### config.mk
export PLATFORM = sky130hd
export DESIGN_NAME = logo_sprite_engine_flat
export DESIGN_NICKNAME = d
export VERILOG_FILES = /design/src/rtl/logo_sprite_engine_if.sv /design/src/rtl/logo_sprite_engine.sv /design/src/flat_wrapper.sv
export SDC_FILE = /design/constraint.sdc
export NUM_CORES = 1
export LEC_CHECK = 0
export CAP_MARGIN = 20
export CORE_MARGIN = 3
export CORE_UTILIZATION = 44
export CTS_CLUSTER_SIZE = 14
export DETAILED_ROUTE_END_ITERATION = 6
export PLACE_DENSITY = 0.83
export SLEW_MARGIN = 25
export SYNTH_ARGS = -nofsm -noshare
export SYNTH_HDL_FRONTEND = slang
export SYNTH_SLANG_ARGS = --single-unit
### constraint.sdc
create_clock -name Clk -period 4.3 [get_ports Clk]
set_clock_uncertainty 0.15 [all_clocks]
set_input_delay 0.86 -clock Clk [delete_from_list [all_inputs] [get_ports Clk]]
set_output_delay 0.86 -clock Clk [all_outputs]
set_load 0.02 [all_outputs]
### src/rtl/logo_sprite_engine_if.sv
// Row-lookup bus between the logo sprite engine and an external one-bit logo ROM.
// The ROM is combinational: rom_data must reflect rom_addr within the same cycle.
//   rom_addr : AW-bit row address, driven by the engine (master)
//   rom_data : W-bit row word, MSB = leftmost pixel, driven by the ROM (slave)
interface logo_sprite_engine_if #(
  parameter int W  = 96,
  parameter int AW = 4
);
  logic [AW-1:0] rom_addr;
  logic [W-1:0]  rom_data;

  modport master (output rom_addr, input rom_data);
  modport slave  (input rom_addr, output rom_data);
endinterface

### src/rtl/logo_sprite_engine.sv
// Two-stage logo renderer: compares the scan position with the logo placement,
// fetches the logo row from an external ROM and emits a registered per-pixel
// "on" flag. Adds integer scaling (2^S), frame-synchronous blinking and a
// slide-in-from-the-right animation.
// Ports:
//   Clk, Reset_n      : clock, asynchronous active-low reset
//   frame_tick        : one-cycle pulse per frame (vblank start)
//   restart           : one-cycle pulse restarting the animation
//   mode              : bit0 blink enable, bit1 slide-in enable
//   pos_x, pos_y      : final logo top-left corner
//   DrawX, DrawY      : current scan position
//   rom               : ROM row lookup bus (master side)
//   pixel_on          : logo lit at the position sampled two edges earlier
//   busy              : slide in progress
//   done              : one-cycle pulse when a slide lands on pos_x
module logo_sprite_engine #(
  parameter int W            = 96,
  parameter int H            = 16,
  parameter int AW           = 4,
  parameter int S            = 1,
  parameter int SCREEN_W     = 640,
  parameter int SLIDE_STEP   = 4,
  parameter int BLINK_FRAMES = 30
) (
  input  logic                 Clk,
  input  logic                 Reset_n,
  input  logic                 frame_tick,
  input  logic                 restart,
  input  logic [1:0]           mode,
  input  logic [9:0]           pos_x,
  input  logic [9:0]           pos_y,
  input  logic [9:0]           DrawX,
  input  logic [9:0]           DrawY,
  logo_sprite_engine_if.master rom,
  output logic                 pixel_on,
  output logic                 busy,
  output logic                 done
);

  localparam int CW = (W > 1) ? $clog2(W) : 1;
  localparam int BW = (BLINK_FRAMES > 1) ? $clog2(BLINK_FRAMES) : 1;

  localparam logic [10:0]   X_LIM      = 11'(W << S);
  localparam logic [10:0]   Y_LIM      = 11'(H << S);
  localparam logic [10:0]   PARK_X     = 11'(SCREEN_W);
  localparam logic [11:0]   STEP       = 12'(SLIDE_STEP);
  localparam logic [BW-1:0] BLINK_LAST = BW'(BLINK_FRAMES - 1);
  localparam logic [CW-1:0] COL_LAST   = CW'(W - 1);

  typedef enum logic [0:0] {
    IDLE  = 1'b0,
    SLIDE = 1'b1
  } state_t;

  state_t        state;
  logic [10:0]   cur_x;
  logic [10:0]   eff_x;
  logic [10:0]   dx;
  logic [10:0]   dy;
  logic          in1;
  logic [CW-1:0] col1;
  logic [AW-1:0] row1;
  logic          visible;
  logic [BW-1:0] blink_cnt;
  logic [CW-1:0] bit_idx;
  logic [11:0]   next_x;
  logic          step_ends;

  // Horizontal reference: animated position while sliding is enabled, else the fixed one.
  always_comb begin
    if (mode[1]) begin
      eff_x = cur_x;
    end else begin
      eff_x = {1'b0, pos_x};
    end
  end

  // Offsets wrap in 11 bits; bit 10 set means the scan is left of / above the logo.
  assign dx = {1'b0, DrawX} - eff_x;
  assign dy = {1'b0, DrawY} - {1'b0, pos_y};

  assign rom.rom_addr = row1;
  assign bit_idx      = COL_LAST - col1;

  // One-step-ahead position, compared signed so a small pos_x cannot cause a wrap.
  assign next_x    = {1'b0, cur_x} - STEP;
  assign step_ends = ($signed(next_x) <= $signed({2'b00, pos_x}));

  // Stage 1: window test and scaled ROM coordinates.
  always_ff @(posedge Clk or negedge Reset_n) begin
    if (!Reset_n) begin
      in1  <= 1'b0;
      col1 <= '0;
      row1 <= '0;
    end else begin
      in1  <= (dx[10] == 1'b0) && (dx < X_LIM) && (dy[10] == 1'b0) && (dy < Y_LIM);
      col1 <= CW'(dx >> S);
      row1 <= AW'(dy >> S);
    end
  end

  // Stage 2: select the ROM bit; col1 is meaningless when in1 is low, hence the gate.
  always_ff @(posedge Clk or negedge Reset_n) begin
    if (!Reset_n) begin
      pixel_on <= 1'b0;
    end else begin
      pixel_on <= in1 && visible && rom.rom_data[bit_idx];
    end
  end

  // Slide FSM: restart parks the logo at SCREEN_W, each frame moves it left until pos_x.
  always_ff @(posedge Clk or negedge Reset_n) begin
    if (!Reset_n) begin
      state <= IDLE;
      cur_x <= PARK_X;
      busy  <= 1'b0;
      done  <= 1'b0;
    end else begin
      done <= 1'b0;
      if (restart) begin
        if (mode[1]) begin
          state <= SLIDE;
          cur_x <= PARK_X;
          busy  <= 1'b1;
        end else begin
          state <= IDLE;
          busy  <= 1'b0;
        end
      end else begin
        case (state)
          IDLE: begin
            busy <= 1'b0;
          end
          SLIDE: begin
            if (!mode[1]) begin
              // Slide disabled mid-flight: abandon silently.
              state <= IDLE;
              busy  <= 1'b0;
            end else if (frame_tick) begin
              if (step_ends) begin
                state <= IDLE;
                cur_x <= {1'b0, pos_x};
                busy  <= 1'b0;
                done  <= 1'b1;
              end else begin
                cur_x <= next_x[10:0];
              end
            end else begin
              busy <= 1'b1;
            end
          end
          default: begin
            state <= IDLE;
            busy  <= 1'b0;
          end
        endcase
      end
    end
  end

  // Blink: toggle visibility every BLINK_FRAMES frames; held on while disabled or sliding.
  always_ff @(posedge Clk or negedge Reset_n) begin
    if (!Reset_n) begin
      blink_cnt <= '0;
      visible   <= 1'b1;
    end else begin
      if (restart || !mode[0] || busy) begin
        blink_cnt <= '0;
        visible   <= 1'b1;
      end else if (frame_tick) begin
        if (blink_cnt == BLINK_LAST) begin
          blink_cnt <= '0;
          visible   <= ~visible;
        end else begin
          blink_cnt <= blink_cnt + BW'(1);
        end
      end else begin
        blink_cnt <= blink_cnt;
      end
    end
  end

endmodule

### src/flat_wrapper.sv
// flat-port wrapper written by rule: the top's interface ports become plain ports
module logo_sprite_engine_flat 
#(
  parameter int W            = 96,
  parameter int H            = 16,
  parameter int AW           = 4,
  parameter int S            = 1,
  parameter int SCREEN_W     = 640,
  parameter int SLIDE_STEP   = 4,
  parameter int BLINK_FRAMES = 30
)
  (Clk, Reset_n, frame_tick, restart, mode, pos_x, pos_y, DrawX, DrawY, pixel_on, busy, done, rom_rom_addr, rom_rom_data);
  logo_sprite_engine_if #(.W(W), .AW(AW)) rom_i ();
  input  logic Clk;
  input  logic Reset_n;
  input  logic frame_tick;
  input  logic restart;
  input  logic [1:0] mode;
  input  logic [9:0] pos_x;
  input  logic [9:0] pos_y;
  input  logic [9:0] DrawX;
  input  logic [9:0] DrawY;
  output logic pixel_on;
  output logic busy;
  output logic done;
  output wire logic [$bits(rom_i.rom_addr)-1:0] rom_rom_addr;
  input wire logic [$bits(rom_i.rom_data)-1:0] rom_rom_data;
  assign rom_rom_addr = rom_i.rom_addr;
  assign rom_i.rom_data = rom_rom_data;
  logo_sprite_engine #(.W(W), .H(H), .AW(AW), .S(S), .SCREEN_W(SCREEN_W), .SLIDE_STEP(SLIDE_STEP), .BLINK_FRAMES(BLINK_FRAMES)) u_core (.Clk(Clk), .Reset_n(Reset_n), .frame_tick(frame_tick), .restart(restart), .mode(mode), .pos_x(pos_x), .pos_y(pos_y), .DrawX(DrawX), .DrawY(DrawY), .rom(rom_i), .pixel_on(pixel_on), .busy(busy), .done(done));
endmodule
==> results of run 1 <==
==> registers in the layout, indices dropped and copies added (netlist names) <==
signal,flops
u_core.cur_x,11
u_core.col1,7
u_core.blink_cnt,5
u_core.rom.rom_addr,4
u_core.busy,1
u_core.done,1
u_core.in1,1
u_core.pixel_on,1
u_core.state,1
u_core.visible,1
==> through the flow <==
stage | std cells | instance area (sq um) | power [mW] | hold WS [ns] | setup slack, ns
2_1_floorplan | 388 | 3650 | 0.974 | 0.337 | 0.302
3_3_place_gp | 626 | 5220 | 1.23 | 0.359 | 0.254
3_5_place_dp | 626 | 5220 | 1.25 | 0.363 | 0.145
4_1_cts | 634 | 5310 | 1.50 | 0.361 | 0.418
5_1_grt | 634 | 5310 | 1.61 | 0.371 | 0.151
6_report | 634 | 5310 | 1.50 | 0.363 | 0.416
==> per-layer routing <==
metal / wire, um / GRT usage [%]
met5: 0 / 0
met4: 241 / 5.51
met3: 792 / 5.05
met2: 5660 / 42.5
met1: 4670 / 30.7
==> worst paths after layout <==
check	endpoint	depth (start not counted)
setup reg to reg	u_core.cur_x[5]	13
hold / removal	u_core.pixel_on	1
max in group asynchronous	u_core.visible	2
min in group asynchronous	u_core.cur_x[1]	2
setup / recovery	u_core.in1	11
hold reg to reg	u_core.pixel_on	1
==> critical path: cells and delay by family <==
family | cells | cell delay (ns)
compound gates | 3 | 0.52
fa+ha+maj | 1 | 0.31
mux | 1 | 0.21
buf+inv | 2 | 0.86
simple gates | 4 | 1.18
==> placed cells by master, fill, tap and decap left out, types with 3 or more instances in the layout <==
cell type | Yosys | routed
a211oi_1 | 5 | 5
a21oi_1 | 27 | 27
a22o_1 | 4 | 4
a31oi_1 | 6 | 6
buf_4 | 0 | 6
clkbuf_8 | 0 | 6
clkdlybuf4s50_1 | 0 | 148
dfrtp_1 | 30 | 30
dfstp_2 | 3 | 3
ha_1 | 31 | 31
inv_1 | 38 | 38
mux2i_1 | 20 | 20
mux4_2 | 25 | 25
nand2_1 | 18 | 18
nand2b_1 | 5 | 5
nand3_1 | 6 | 6
nand4_1 | 3 | 3
nor2_1 | 24 | 24
nor2b_1 | 13 | 13
nor3_1 | 6 | 6
nor3b_1 | 4 | 4
nor4_1 | 3 | 3
o21a_1 | 7 | 7
o21ai_0 | 15 | 15
o21ai_1 | 4 | 4
o21bai_1 | 3 | 3
o22ai_1 | 4 | 4
o31ai_1 | 3 | 3
or3_1 | 3 | 3
xnor2_1 | 9 | 9
xor2_1 | 8 | 8
==> cell families (layout without fill, tap and decap cells) <==
logic type | Yosys count | in the layout | share of synthesized area [%]
AOI/OAI and AO/OA | 104 | 104 | 19.4
xor gates and xnor gates | 17 | 17 | 4.08
adders and majority gates | 33 | 33 | 11.7
buffers and inverters | 56 | 200 | 6.17
DFF | 33 | 33 | 22.7
muxes | 46 | 46 | 21.5
and+or+nand+nor | 99 | 99 | 14.3
==> power groups by stage <==
stage                     Combinational (mW)  Clock (mW)  Sequential (mW)
after floorplan                        0.589           0            0.385
after CTS                              0.815       0.250            0.439
after global placement                 0.791           0            0.440
final                                  0.817       0.246            0.437
after global routing                   0.898       0.264            0.449
after detailed placement               0.808           0            0.445
==> final cells by class <==
class                      instances  area [sq um]  share of cell area (%)
multi-input combinational        299          2590                    48.8
timing repair buffer             154          1530                    28.8
sequential                        33           830                    15.6
inverter                          38           143                    2.69
tap                              102           128                    2.40
clock buffer                       8          90.1                    1.70
==> reports/results.ini, run 1 <==
[floorplan]
design.portCount=149
initial_utilization_pct=46.2
core_sq_um=7890
die_width_um=97.0
floorplan.die_area_sq_um=9420
chipHeight_um=97.0
row_count=32

[drt]
routed_wire_length_per_instance_um=17.9
detail_route.vias_per_cell=5.78
initialDrtViolationCount=126
post-route-drc-count=0
detail_route.wirelength_um=11400
final_antenna_net_count=0
dr_total_vias=3662
drtPass1Iterations=4

[pwr]
share_comb_of_total_power_pct=54.4
p_per_area_nw_per_um2=283
power_report.internal_total_uw=939
switching_share_pct=37.4
standby_leakage_power_nw=2.23
proportion_of_power_drawn_by_flip_flops_and_latches_pct=29.1
power.ir.vdd_worst_mv=0.172
power.switching_uw=561
clockPowerShare_pct=16.4

[layout]
layout_cells_sized_above_1_pct=9.21
diodes=0
fill_cells=637
final_core_util_pct=67.3
fin_nets=706
layout-area-overhead-vs-synth_pct=45.6

[clocking]
clock_root_cell=clkbuf_8
tritoncts=yes
cts-hold-fix-buffers=0
numCtsBuffers=5
source_to_sink_clock_delay_at_the_later_pin_of_the_worst_skew_pair_ns=0.29
h-tree-depth=2
numClockSinks=33
cts_buffer_depth=2
post_cts.repair.setup_buffers=0
post_cts_resized=0
worst_setup_hold_path_clk_slew_ns=0.07

[logic_synthesis]
synth_commonest_cells=inv_1, ha_1, dfrtp_1
post_synth_main_area_contributors=dfrtp_1, mux4_2, ha_1
synth_edf_count=0
ys_ff_latch=33
synthDominantCellAreaShare_pct=20.6
most_frequent_cell_after_synthesis=inv_1
post_synth_num_cell_types=63
synthesis.yosys.warnings=0
syn_area_sq_um=3650
syn-num-nets=563
mapped_avg_cell_area_sq_um=9.40
synth_ff_type=dfrtp_1
async_flop_share_pct=100
post-synth-top-area-cell=dfrtp_1
syn_inst=388
seq_area_frac_synth_pct=22.7

[worst_setup_path]
setup.worst_path.start=mode[1]
path_cells=clkdlybuf4s50_1, buf_4, mux2i_1, ha_1, nor2b_1, a221oi_1, o21ai_1, nor4_1, o211ai_1, or4_1, nor4_2
crit_path_end_kind=register
timing.critical_path.arrival_ns=3.93
worst-setup-path-type=in2reg
critical_path.max_fanout=12
reg2reg_setup_slack_ns=0.44
critical-path-slowest-cell=clkdlybuf4s50_1
cp_launch_type=input port
crit_path_max_incr_delay_ns=0.60
critical_path.reg2reg.startpoint=u_core.cur_x[2]
timing.critical_path.required_ns=4.34

[timing]
aggregate_negative_setup_slack_ns=0
final.period_utilization_pct=90.3
timing.final.setup_violations=0
final.min_clock_period_ns=3.88
rsz0062_at_grt=no
clock.fmax_mhz=257
report.final.slew_viol_count=0
worst_slew_margin_rel_pct=45.8
timing.final.hold_violations=0
worst_margin_pin_slew_ns=0.813

[placed_design]
place_congestion=0.934
port_buffers=148
place_hpwl_um=9450

[min_path]
worst_hold_path_type=reg2reg
hp-start=u_core.visible

[global_route]
grt_pass1_vias=3704
maximum_number_of_pins_on_one_net_before_global_route_repair=34
grt-ovfl-total=0
grt_first_pass_wirelength_um=18900
number_of_antenna_violations_at_the_first_check_in_global_routing=0
global_route_total_usage_across_every_layer_pct=24.2

[flow_run]
cap_violations=0

[outcome]
status=finished clean

Power figures use the tool's default switching activity.
==> inputs of run 2 (changes only) <==
- CORE_UTILIZATION: 44 -> 40
- PLACE_DENSITY: 0.83 -> 0.79
- SKIP_CTS_REPAIR_TIMING: unset -> 1
- clock period: 4.3 -> 3.48 ns (I/O delays scaled with it)
==> reports/results.ini, run 2 (synthesized netlist as in run 1, its figures left out) <==
[outcome]
status=finished clean  ; unchanged

[min_path]
hp-start=u_core.visible  ; unchanged
worst_hold_path_type=reg2reg  ; unchanged
holdPathStages=1  ; unchanged
hold_end=u_core.pixel_on  ; unchanged

[pwr]
power.ir.vdd_worst_mv=0.209  ; was 0.172 mV
p_per_area_nw_per_um2=355  ; was 283 nW/um^2
standby_leakage_power_nw=2.47  ; was 2.23 nW

[worst_setup_path]
critical_path.reg2reg.startpoint=u_core.cur_x[3]  ; was u_core.cur_x[2]
worst-setup-path-type=reg2reg  ; was in2reg
cp_launch_type=register  ; was input port
timing.critical_path.required_ns=3.47  ; was 4.34 ns
crit_path_end_kind=register  ; unchanged
critical_path.max_fanout=8  ; was 12
critical_path.reg2reg.endpoint=u_core.cur_x[3]  ; was u_core.cur_x[5]
setup.worst_path.start=u_core.cur_x[3]  ; was mode[1]
reg2reg_setup_slack_ns=0.02  ; was 0.44 ns
reg2regPathDepth=13  ; unchanged
timing.critical_path.arrival_ns=3.45  ; was 3.93 ns

[timing]
clock.fmax_mhz=289
aggregate_negative_setup_slack_ns=0  ; unchanged
rsz0062_at_grt=yes  ; was no
final.min_clock_period_ns=3.46
worst_slew_margin_rel_pct=55.4  ; was 45.8%
timing.final.hold_violations=0  ; unchanged
final.period_utilization_pct=99.4
timing.final.setup_violations=0  ; unchanged
report.final.slew_viol_count=0  ; unchanged
worst_margin_pin_slew_ns=0.670  ; was 0.813 ns

[global_route]
global_route_total_usage_across_every_layer_pct=22.2  ; was 24.2%
grt_pass1_vias=3980  ; was 3704
number_of_antenna_violations_at_the_first_check_in_global_routing=0  ; unchanged
maximum_number_of_pins_on_one_net_before_global_route_repair=34  ; unchanged
grt_first_pass_wirelength_um=18300  ; was 18900 um
grt-ovfl-total=0  ; unchanged

[layout]
layout_cells_sized_above_1_pct=18.3  ; was 9.21%
fin_nets=749  ; was 706
most_flops_register=u_core.cur_x  ; unchanged
final_cells=683  ; was 634
final_cell_mix=clkdlybuf4s50_1, buf_4, inv_1  ; was clkdlybuf4s50_1, inv_1, ha_1
layout-area-overhead-vs-synth_pct=56.9  ; was 45.6%
largest_register_ff_count=11  ; unchanged
reg.largest.list=u_core.cur_x: 11 flops, u_core.col1: 7 flops, u_core.blink_cnt: 5 flops  ; unchanged
commonest_non_fill_non_tap_cell_in_the_layout=clkdlybuf4s50_1  ; unchanged
diodes=0  ; unchanged
final_core_util_pct=65.0  ; was 67.3%
finalInstanceArea_sq_um=5720  ; was 5310 sq um

[floorplan]
die_width_um=101  ; was 97.0 um
initial_utilization_pct=41.4  ; was 46.2%
chipHeight_um=101  ; was 97.0 um
core_sq_um=8810  ; was 7890 sq um
row_count=34  ; was 32
design.portCount=149  ; unchanged
floorplan.die_area_sq_um=10300  ; was 9420 sq um

[flow_run]
cap_violations=0  ; unchanged

[drt]
post-route-drc-count=0  ; unchanged
routed_wire_length_per_instance_um=17.6  ; was 17.9 um
initialDrtViolationCount=151  ; was 126
detail_route.vias_per_cell=5.60  ; was 5.78
final_antenna_net_count=0  ; unchanged
drtPass1Iterations=4  ; unchanged
detail_route.wirelength_um=12000  ; was 11400 um
dr_total_vias=3828  ; was 3662

[clocking]
numCtsBuffers=5  ; unchanged
worst_setup_hold_path_clk_slew_ns=0.07  ; about the same
cts_buffer_depth=2  ; unchanged
tritoncts=yes  ; unchanged
h-tree-depth=2  ; unchanged
numClockSinks=33  ; unchanged
source_to_sink_clock_delay_at_the_later_pin_of_the_worst_skew_pair_ns=0.28  ; was 0.29 ns
clock_root_cell=clkbuf_8  ; unchanged

[placed_design]
place_hpwl_um=9880  ; was 9450 um
place_congestion=0.888  ; was 0.934
place_inst=672  ; was 626
port_buffers=148  ; unchanged
post_dp_cell_area_sq_um=5530  ; was 5220 sq um

==> run 2: cell type report <==
class | instances | area [sq um]
clock buffers | 6 | 72.6
clock inverters | 2 | 10.0
fillers | 694 | 3080
inverters | 38 | 143
multi-input cells | 299 | 2680
flip-flops and latches | 33 | 830
well taps | 108 | 135
repair buffers | 197 | 1860
==> run 2: critical path: stages, from the launching register on <==
cell and delay [ns]:
dfrtp_1 0.38, or4_4 0.58, nor4_4 0.30, xor2_1 0.25, ha_1 0.29, buf_4 0.15, nand4_1 0.08, o32ai_1 0.10
a31oi_1 0.21, o31ai_2 0.13, nor2_4 0.29, buf_6 0.15, mux2i_1 0.17, o22ai_1 0.10
==> run 2: power breakdown <==
part | switching [mW] | internal (mW)
Clock | 0.146 | 0.139
Combinational | 0.513 | 0.701
Sequential | 0.101 | 0.432
Total | 0.760 | 1.27
==> run 2: per-stage QoR <==
step | hold slack, ns | worst slack [ns] | total power [mW]
floorplan | 0.250 | 0.0303 | 1.21
global placement | 0.371 | -0.315 | 1.64
detailed placement | 0.358 | -0.425 | 1.68
CTS | 0.373 | -0.141 | 1.97
global route | 0.394 | -0.107 | 2.17
finish | 0.368 | 0.0214 | 2.03
==> run 2: worst max path at each step <==
stage	to	slack, ns
2_1_floorplan	u_core.in1	0.03
3_3_place_gp	u_core.in1	-0.31
3_5_place_dp	u_core.in1	-0.43
4_1_cts	u_core.in1	-0.14
5_1_grt	u_core.cur_x[3]	-0.11
6_report	u_core.cur_x[3]	0.02
==> run 2: per-layer routing <==
| layer | track usage, % | part of all wire (%) | vias to the layer above |
|---|---|---|---|
| li1 | - | - | 1827 |
| met1 | 24.9 | 39 | 1823 |
| met2 | 42.5 | 52 | 157 |
| met3 | 4.27 | 7.3 | 21 |
| met4 | 5.93 | 1.8 | 0 |
| met5 | 0 | 0 | - |
==> inputs of run 3 (changes only) <==
- CORE_UTILIZATION: 40 -> 59
- DONT_BUFFER_PORTS: unset -> 1
==> reports/results.ini, run 3 (synthesized netlist as in run 1, its figures left out) <==
[layout]
fill_cells=493  ; was 694
diodes=0  ; unchanged
final_cell_mix=inv_1, ha_1, dfrtp_1  ; was clkdlybuf4s50_1, buf_4, inv_1
layout_cells_sized_above_1_pct=16.1  ; was 18.3%
finalInstanceArea_sq_um=3910  ; was 5720 sq um
final-seq-area_sq_um=830  ; unchanged
layout-area-overhead-vs-synth_pct=7.17  ; was 56.9%
reg.largest.list=u_core.cur_x: 11 flops, u_core.col1: 7 flops, u_core.blink_cnt: 5 flops  ; unchanged
final_core_util_pct=65.6  ; was 65.0%
most_flops_register=u_core.cur_x  ; unchanged
largest_register_ff_count=11  ; unchanged
fin_nets=565  ; was 749
commonest_non_fill_non_tap_cell_in_the_layout=inv_1  ; was clkdlybuf4s50_1
multi_input_comb_area_sq_um=2660  ; was 2680 sq um

[pwr]
switching_share_pct=39.3  ; was 37.4%
p_per_area_nw_per_um2=435  ; was 355 nW/um^2
power.switching_uw=668  ; was 760 uW
power.ir.vdd_worst_mv=0.262  ; was 0.209 mV
standby_leakage_power_nw=1.70  ; was 2.47 nW
share_comb_of_total_power_pct=51.3  ; was 59.8%
power_report.internal_total_mw=1.03  ; was 1.27 mW
clockPowerShare_pct=16.2  ; was 14.0%
proportion_of_power_drawn_by_flip_flops_and_latches_pct=32.5  ; was 26.2%
design_power_total_mw=1.70  ; was 2.03 mW

[floorplan]
chipHeight_um=84.6  ; was 101 um
initial_utilization_pct=61.2  ; was 41.4%
design.portCount=149  ; unchanged
core_sq_um=5960  ; was 8810 sq um
die_width_um=84.6  ; was 101 um
floorplan.die_area_sq_um=7160  ; was 10300 sq um
row_count=28  ; was 34

[timing]
timing.final.hold_violations=0  ; unchanged
report.final.slew_viol_count=0  ; unchanged
timing.final.setup_violations=0  ; unchanged
clock.fmax_mhz=300  ; was 289 MHz
worst_margin_pin_slew_ns=0.913  ; was 0.670 ns
final.period_utilization_pct=95.9  ; was 99.4%
worst_slew_margin_rel_pct=39.1  ; was 55.4%
final.min_clock_period_ns=3.34  ; was 3.46 ns

[drt]
dr_total_vias=3081  ; was 3828
drtPass1Iterations=4  ; unchanged
detail_route.wirelength_um=9390  ; was 12000 um
detail_route.vias_per_cell=6.61  ; was 5.60
initialDrtViolationCount=93  ; was 151
routed_wire_length_per_instance_um=20.2  ; was 17.6 um
post-route-drc-count=0  ; unchanged
final_antenna_net_count=0  ; unchanged

[min_path]
worst_hold_path_type=in2async  ; was reg2reg

[clocking]
tritoncts=yes  ; unchanged
numCtsBuffers=5  ; unchanged
h-tree-depth=2  ; unchanged
cts_buffer_depth=2  ; unchanged
source_to_sink_clock_delay_at_the_later_pin_of_the_worst_skew_pair_ns=0.28  ; about the same
clock_root_cell=clkbuf_8  ; unchanged
worst_setup_hold_path_clk_slew_ns=0.07  ; about the same
numClockSinks=33  ; unchanged

[global_route]
grt_first_pass_wirelength_um=14400  ; was 18300 um
global_route_total_usage_across_every_layer_pct=24.9  ; was 22.2%
number_of_antenna_violations_at_the_first_check_in_global_routing=0  ; unchanged
maximum_number_of_pins_on_one_net_before_global_route_repair=34  ; unchanged
grt-ovfl-total=0  ; unchanged
grt_pass1_vias=2996  ; was 3980

[worst_setup_path]
timing.critical_path.arrival_ns=3.37  ; was 3.45 ns
critical_path.reg2reg.endpoint=u_core.cur_x[6]  ; was u_core.cur_x[3]
reg2reg_setup_slack_ns=0.14  ; was 0.02 ns
reg2regPathDepth=11  ; was 13
critical_path.max_fanout=7  ; was 8
cp_launch_type=register  ; unchanged
critical_path.reg2reg.startpoint=u_core.cur_x[5]  ; was u_core.cur_x[3]
worst-setup-path-type=reg2reg  ; unchanged
timing.critical_path.required_ns=3.52  ; was 3.47 ns
crit_path_end_kind=register  ; unchanged

[placed_design]
place_congestion=0.869  ; was 0.888
post_dp_cell_area_sq_um=3740  ; was 5530 sq um
place_hpwl_um=7520  ; was 9880 um
port_buffers=0  ; was 148

[flow_run]
cap_violations=0  ; unchanged

[outcome]
status=finished clean  ; unchanged

## run 3: through the flow
stage,worst slack [ns],hold WS [ns],setup TNS [ns],cells
CTS,-0.0861,-0.0569,-0.312,463
detailed placement,-0.0619,0.251,-0.153,455
finish,0.143,0.0789,0,466
floorplan,0.0303,0.250,0,388
global placement,0.0186,0.251,0,455
global route,-0.0380,0.0804,-0.0380,466
## run 3: power by group through the flow
stage	Combinational [mW]	Sequential [mW]	Clock, mW
after detailed placement	0.798	0.559	0
final	0.871	0.553	0.276
after floorplan	0.730	0.475	0
after CTS	0.809	0.551	0.281
after global routing	0.957	0.568	0.297
after global placement	0.785	0.554	0
## run 3: final cells by class
class | count | share of cell area (%)
Multi-Input combinational cell | 300 | 68.0
Tap cell | 75 | 2.40
Sequential cell | 33 | 21.2
Clock buffer | 6 | 1.86
Inverter | 38 | 3.65
Clock inverter | 2 | 0.256
Timing Repair Buffer | 12 | 2.62
## run 3: how the worst max path moves through the flow
stage | from | to | slack (ns)
3_5_place_dp | u_core.cur_x[3] | u_core.cur_x[1] | -0.06
4_1_cts | u_core.cur_x[3] | u_core.cur_x[0] | -0.09
6_report | u_core.cur_x[5] | u_core.cur_x[6] | 0.14
5_1_grt | u_core.cur_x[5] | u_core.cur_x[6] | -0.04
3_3_place_gp | u_core.cur_x[3] | u_core.cur_x[1] | 0.02
2_1_floorplan | mode[1] | u_core.in1 | 0.03
## run 3: worst max-delay path, cell delays in order, from the launching register on
cell,delay (ns)
dfrtp_1,0.39
or4_4,0.59
nor4_4,0.17
xor2_1,0.23
ha_1,0.30
a211oi_2,0.21
o21ai_1,0.11
or3_4,0.35
o21ai_4,0.21
nor2_4,0.11
buf_4,0.16
o311ai_1,0.25
## run 3: routing by layer
layer  up-vias  global-route usage [%]  routed length (um)
met3        15                    5.99                 679
met4         0                    6.62                 184
met5         -                       0                   0
met2       123                    45.3                4920
li1       1460                       -                   -
met1      1483                    29.2                3610
==> edit 1: new RTL, settings of run 1 <==
Add an input register stage for `mode`, cleared by the reset; this delays it by one clock. The other inputs are not delayed to match.
--- a/src/rtl/logo_sprite_engine.sv
+++ b/src/rtl/logo_sprite_engine.sv
@@ -53,4 +53,14 @@
   } state_t;
 
+  logic [1:0] mode_q;
+
+  always_ff @(posedge Clk or negedge Reset_n) begin
+    if (!Reset_n) begin
+      mode_q <= '0;
+    end else begin
+      mode_q <= mode;
+    end
+  end
+
   state_t        state;
   logic [10:0]   cur_x;
@@ -69,5 +79,5 @@
   // Horizontal reference: animated position while sliding is enabled, else the fixed one.
   always_comb begin
-    if (mode[1]) begin
+    if (mode_q[1]) begin
       eff_x = cur_x;
     end else begin
@@ -119,5 +129,5 @@
       done <= 1'b0;
       if (restart) begin
-        if (mode[1]) begin
+        if (mode_q[1]) begin
           state <= SLIDE;
           cur_x <= PARK_X;
@@ -133,5 +143,5 @@
           end
           SLIDE: begin
-            if (!mode[1]) begin
+            if (!mode_q[1]) begin
               // Slide disabled mid-flight: abandon silently.
               state <= IDLE;
@@ -165,5 +175,5 @@
       visible   <= 1'b1;
     end else begin
-      if (restart || !mode[0] || busy) begin
+      if (restart || !mode_q[0] || busy) begin
         blink_cnt <= '0;
         visible   <= 1'b1;
Check against the original RTL: not equivalent (Yosys sat finds a counterexample within 4 cycles, from zero or initial values and one cycle with Reset_n low).
==> edit 1 against run 1 <==
  * Total power grew 20%
  * Sequential cell count grew 2
  * Area after synthesis grew 4.3%
  * Cell count grew 1.9%
  * Worst setup slack gained 0.37 ns
  * Final area grew 2.9%
  * Sequential power grew 18%
  * Fmax grew 11%
  * Non-clock buffer count shrank 3
  * Register-to-register slack gained 0.35 ns
  * Largest power group unchanged
  * Wire length is essentially flat
  * Worst hold slack gained 0.028 ns
==> edit 1: results (changes against run 1) <==
Outcome:
- The run finished with clean final reports.

Logic synthesis:
- The count of warnings emitted by yosys is 0 (unchanged).
- The distinct cell type count of the synthesized netlist is 66 (+4.8%).
- For this run, the leading register cell type out of synthesis is dfrtp_1.
- The library cell with the highest instance count after synthesis is inv_1.
- The commonest cells after synthesis are inv_1, dfrtp_1, ha_1, mux2i_1, mux4_2.
- The total nets after synthesis came to 575 (+2.1%).
- The share of async-settable or async-resettable flops after synthesis is 100% (unchanged).
- The sequential cell area fraction in the yosys report is 23.1% (+0.39 points).
- Yosys attributes the largest share of cell area to dfrtp_1, mux4_2, ha_1.

Routing:
- The detailed-route wire length is 11400 um (about the same).
- The average via count per standard cell came to 5.87 (+1.6%).
- The detailed-router iteration count before antenna repair is 4 (unchanged).
- The initial DRC count came to 166 (+32%).

Final layout:
- The share of post-route cells with drive strength above 1 is 9.24% (+0.032 points).
- The number of nets in the layout was 715 (+1.3%).
- The largest registers in the layout are u_core.cur_x (11), u_core.col1 (7), u_core.blink_cnt (5).
- The register with the highest flop count is u_core.cur_x.
- The number of inserted diodes is 0 (unchanged).

Worst setup path:
- The slowest cell on the critical path is or4b_4.
- The setup slack of the worst register-to-register path is 0.79 ns (+0.35 ns).
- The arrival time of the worst setup path came to 3.56 ns (-0.37 ns).
- The worst-case reg-to-reg path depth is 12 (-1).
- The endpoint of the lowest-slack register-to-register path is u_core.cur_x[0].
- The longest individual stage delay on the worst path is 0.52 ns (-0.08 ns).
- The largest driver fanout on the critical path is 18 (+6).

Clocking:
- The deepest level of the CTS H-tree is 2 (unchanged).
- The maximum clock path buffer count came to 2 (unchanged).
- The post-CTS setup repair buffer count is 0 (unchanged).
- The number of buffers inserted during clock tree synthesis is 5 (unchanged).
- The library cell used as clock root buffer is clkbuf_8.
- The clock latency on the worst-skew pair is 0.30 ns.
- After clock tree synthesis, the clock-pin slew on the worst setup and hold paths is 0.08 ns.
- The quantity of gates resized following cts is 0 (unchanged).

Place:
- The global placer's final weighted congestion is 0.903 (-3.3%).
- The total half-perimeter wirelength after legalization and detailed placement was 9290 um (-1.7%).
- The instance area at placement was 0.00535 mm2 (+2.5%).
- The worst slack at placement is 0.619 ns (+0.475 ns).
- The count of port buffers added during placement came to 148 (unchanged).

Hold path:
- The launch point of the worst hold path is u_core.cur_x[1].
- The worst hold path terminates at u_core.cur_x[1].
- In this run the worst hold path is classified as register to register.
- The instance count along the most critical hold path is 1 (unchanged).

Timing:
- The final max-slew violation count is 0 (unchanged).
- The tightest hold margin is 0.391 ns (+0.0280 ns).
- The worst relative slew slack came to 40.9% (-5.0 points).

Global route:
- The via count of the first global-routing pass is 3714 (+0.27%).
- The global routing usage summed across all routing layers is 23.0% (-1.2 points).
- The initial antenna violation count came to 0 (unchanged).
- The maximum number of pins on one net before global-route repair is 36 (+5.9%).
- The first-pass GRT wire length is 18300 um (-3.2%).

Power and ir drop:
- The peak supply drop is 0.201 mV (+17%).
- The static leakage is 0.00232 uW (+3.9%).
==> edit 1: changes by cell type in the layout (fill, tap and decap cells not counted), sizes merged, moves of 4 or more <==
cell | before | now
a21oi | 27 | 17
nand3 | 6 | 10
nor2 | 25 | 21
nor2b | 13 | 6
o211ai | 2 | 8
o21ai | 19 | 11
xnor2 | 9 | 16
xor2 | 8 | 4
==> edit 1: worst max-delay path by stage <==
stage | endpoint | slack [ns] | start
after floorplan | u_core.in1 | 1.22 | u_core.mode_q[1]
after global placement | u_core.in1 | 0.76 | pos_x[4]
after detailed placement | u_core.in1 | 0.62 | pos_x[5]
after CTS | u_core.cur_x[0] | 0.81 | u_core.cur_x[2]
after global routing | u_core.cur_x[0] | 0.53 | u_core.cur_x[2]
final | u_core.cur_x[0] | 0.79 | u_core.cur_x[2]
==> edit 1: metal layers <==
metal  part of all wire (%)  GRT usage (%)  up-vias
li1                       -              -     1805
met1                     43           29.1     1821
met2                     50           40.4      153
met3                    6.0           5.02       13
met4                    1.2           4.94        0
met5                      0              0        -
==> edit 1: kinds of logic (layout without fill, tap and decap cells) <==
family          after synthesis  in the layout  share of synthesized area [%]
fa+ha+maj                    33             33                           11.3
xor+xnor                     20             20                           4.61
buf+inv                      58            199                           6.28
compound gates              103            103                           19.9
mux                          48             48                           20.3
flops                        35             35                           23.1
simple gates                103            103                           14.5
==> edit 1: power breakdown <==
group | switching (uW) | internal, uW
Sequential | 137 | 377
Combinational | 427 | 560
Clock | 129 | 173
==> edit 1: cell type report <==
type,instances,area (um2)
Multi-Input combinational cell,307,2690
Inverter,40,150
Sequential cell,35,881
Clock buffer,5,68.8
Fill cell,647,2840
Tap cell,105,131
Clock inverter,3,43.8
Timing Repair Buffer,151,1500
==> edit 1: critical path, delay by kind of cell, from the launching register on <==
| family | cells | cell delay (ns) |
|---|---|---|
| buffers and inverters | 1 | 0.14 |
| XOR/XNOR | 1 | 0.22 |
| flip-flops | 1 | 0.42 |
| adder cells (fa/ha/maj) | 2 | 0.55 |
| AO/OA/AOI/OAI | 3 | 0.86 |
| AND/OR/NAND/NOR | 5 | 1.05 |
==> edit 1: metrics by stage <==
stage | cells | utilization (%)
after floorplan | 400 | -
after global placement | 638 | 64.5
after detailed placement | 638 | 64.5
after CTS | 646 | 65.8
after global routing | 646 | 65.8
final | 646 | 65.8
==> edit 2: new RTL, settings of run 1 <==
Made on the original files. `AW` is set to 4 in 3 places; all go to 2.
--- a/src/rtl/logo_sprite_engine_if.sv
+++ b/src/rtl/logo_sprite_engine_if.sv
@@ -5,5 +5,5 @@
 interface logo_sprite_engine_if #(
   parameter int W  = 96,
-  parameter int AW = 4
+  parameter int AW = 2
 );
   logic [AW-1:0] rom_addr;
--- a/src/rtl/logo_sprite_engine.sv
+++ b/src/rtl/logo_sprite_engine.sv
@@ -17,5 +17,5 @@
   parameter int W            = 96,
   parameter int H            = 16,
-  parameter int AW           = 4,
+  parameter int AW           = 2,
   parameter int S            = 1,
   parameter int SCREEN_W     = 640,
--- a/src/flat_wrapper.sv
+++ b/src/flat_wrapper.sv
@@ -4,5 +4,5 @@
   parameter int W            = 96,
   parameter int H            = 16,
-  parameter int AW           = 4,
+  parameter int AW           = 2,
   parameter int S            = 1,
   parameter int SCREEN_W     = 640,
Ports: changed (resized rom_rom_addr); port bits go from 149 to 147. No check against the original RTL was run, so the function may have changed too.
==> edit 2 against run 1 <==
  * Total power is 0.91% lower
  * Worst setup slack better by 0.21 ns
  * Area after synthesis is 1.0% lower
  * Highest routed layer unchanged
  * Synthesized cell count is 4.1% higher
  * Wire length is 4.5% lower
  * Register-to-register slack better by 0.42 ns
  * Critical path depth is 2 lower
  * Cell count is 2.4% higher
  * Worst hold slack better by 0.035 ns
  * Clock power is 22% higher
  * Combinational power is 4.0% lower
  * Final area is 0.85% lower
  * Non-clock buffer count is 3 lower
  * Sequential cell count is 2 lower
==> edit 2: results (changes against run 1) <==
Clocking:
- The post-CTS setup repair buffer count is 0 (unchanged).
- The deepest level of the CTS H-tree came to 2 (unchanged).
- The number of buffers inserted during clock tree synthesis is 5 (unchanged).

Power and ir drop:
- The peak supply drop is 0.195 mV (+13%).
- The static leakage is 0.00223 uW (-0.30%).

Routing:
- The via count of the routed design was 3687 (+0.68%).
- The initial DRC count was 142 (+13%).
- The detailed-route wire length is 10800 um (-4.5%).

Logic synthesis:
- The distinct cell type count of the synthesized netlist is 57 (-9.5%).
- The count of warnings emitted by yosys is 0 (unchanged).
- After synthesis, the cell types taking the most area are dfrtp_1, mux4_2, ha_1.
- In the synthesized netlist, the cells that appear most often are inv_1, nand2_1, ha_1, dfrtp_1, nor2_1.
- The total nets after synthesis came to 579 (+2.8%).
- The sequential cell area fraction in the yosys report is 21.6% (-1.1 points).
- The number of enable-type register cells in the synthesized netlist is 0 (unchanged).

Worst setup path:
- The top cell family by delay on the critical path is compound AO/OA/AOI/OAI gates.
- The slowest cell on the critical path is clkdlybuf4s50_1.
- The arrival time of the worst setup path is 3.75 ns (-0.18 ns).
- The largest driver fanout on the critical path is 10 (-2).
- The worst-case reg-to-reg path depth is 10 (-3).
- The longest individual stage delay on the worst path was 0.79 ns (+0.19 ns).

Final layout:
- The total of fill cells in the finished design was 655 (+2.8%).
- The number of nets in the layout was 721 (+2.1%).
- The share of post-route cells with drive strength above 1 came to 8.59% (-0.62 points).

Global route:
- The first-pass GRT wire length came to 16700 um (-12%).
- The via count of the first global-routing pass came to 3568 (-3.7%).
- The maximum number of pins on one net before global-route repair is 32 (-5.9%).
- The global routing usage summed across all routing layers is 22.8% (-1.4 points).

Outcome:
- The run finished with clean final reports.

Timing:
- The worst relative slew slack was 44.2% (-1.6 points).

Hold path:
- The path class of the tightest hold or removal check is register to register.

Place:
- The global placer's final weighted congestion is 0.915 (-2.0%).
- The count of port buffers added during placement is 146 (-1.4%).
- The total half-perimeter wirelength after legalization and detailed placement is 8960 um (-5.2%).
edit 2: cell count changes in the layout (fill, tap and decap cells not counted), moves of 7 or more:
cell,before,now
nor3_1,6,14
a21oi_1,27,19
nand2_1,18,37
nor2b_1,13,6
edit 2: path summary, 6_finish.rpt:
check | slack [ns] | start | end
worst min register to register | 0.40 | u_core.cur_x[0] | u_core.cur_x[0]
worst max-delay path | 0.62 | mode[1] | u_core.in1
worst max register to register | 0.86 | u_core.cur_x[4] | u_core.cur_x[1]
worst min-delay path | 0.40 | u_core.cur_x[0] | u_core.cur_x[0]
max in group asynchronous | 2.85 | Reset_n | u_core.cur_x[7]
min in group asynchronous | 0.81 | Reset_n | u_core.blink_cnt[2]
edit 2: area by class of cell:
cell class	count	area [um2]	area share (%)
clock buffers	6	82.6	1.57
clock inverters	2	35.0	0.666
inverters	42	158	3.00
multi-input cells	315	2580	49.1
flip-flops and latches	31	779	14.8
well taps	102	128	2.42
repair buffers	151	1500	28.5
edit 2: cell families after synthesis:
group                      Yosys count  synth area share, %
and+or+nand+nor                    130                 18.5
AOI/OAI and AO/OA                   95                 18.4
buffers and inverters               58                 6.86
muxes                               44                 19.7
adders and majority gates           33                 11.9
DFF                                 31                 21.6
xor gates and xnor gates            13                 3.15
edit 2: metal layers:
layer | vias to the layer above | global-route usage (%) | share of wire, %
met3 | 12 | 5.96 | 11
met1 | 1710 | 26.5 | 38
met2 | 171 | 41.9 | 49
met5 | - | 0 | 0
met4 | 0 | 5.14 | 1.4
li1 | 1794 | - | -
edit 2: stage by stage:
step                      area, um2  total power [uW]  setup slack, ns  utilization [%]  cells
final                          5260              1490            0.622             67.1    649
after global routing           5260              1590            0.473             67.1    649
after CTS                      5260              1490            0.629             67.1    649
after detailed placement       5150              1190            0.345             65.6    641
after global placement         5150              1170            0.441             65.6    641
after floorplan                3610               933            0.646                -    404
edit 2: worst register-to-register path: stages (launching register included):
cell and delay [ns]:
dfrtp_1 0.49, nor3_1 0.34, nor3b_1 0.27, xnor2_1 0.12, ha_1 0.31, nand4_1 0.13, o21ai_0 0.19, a221oi_1 0.10
a211oi_4 0.76, nor2_1 0.20, a22o_1 0.28
edit 2: power by group:
part / internal (uW) / switching (uW) / total, uW / leakage, uW
combinational: 429 / 355 / 784 / 0.00177
clock: 187 / 113 / 300 / 0.0000612
sequential: 330 / 72.3 / 403 / 0.000394
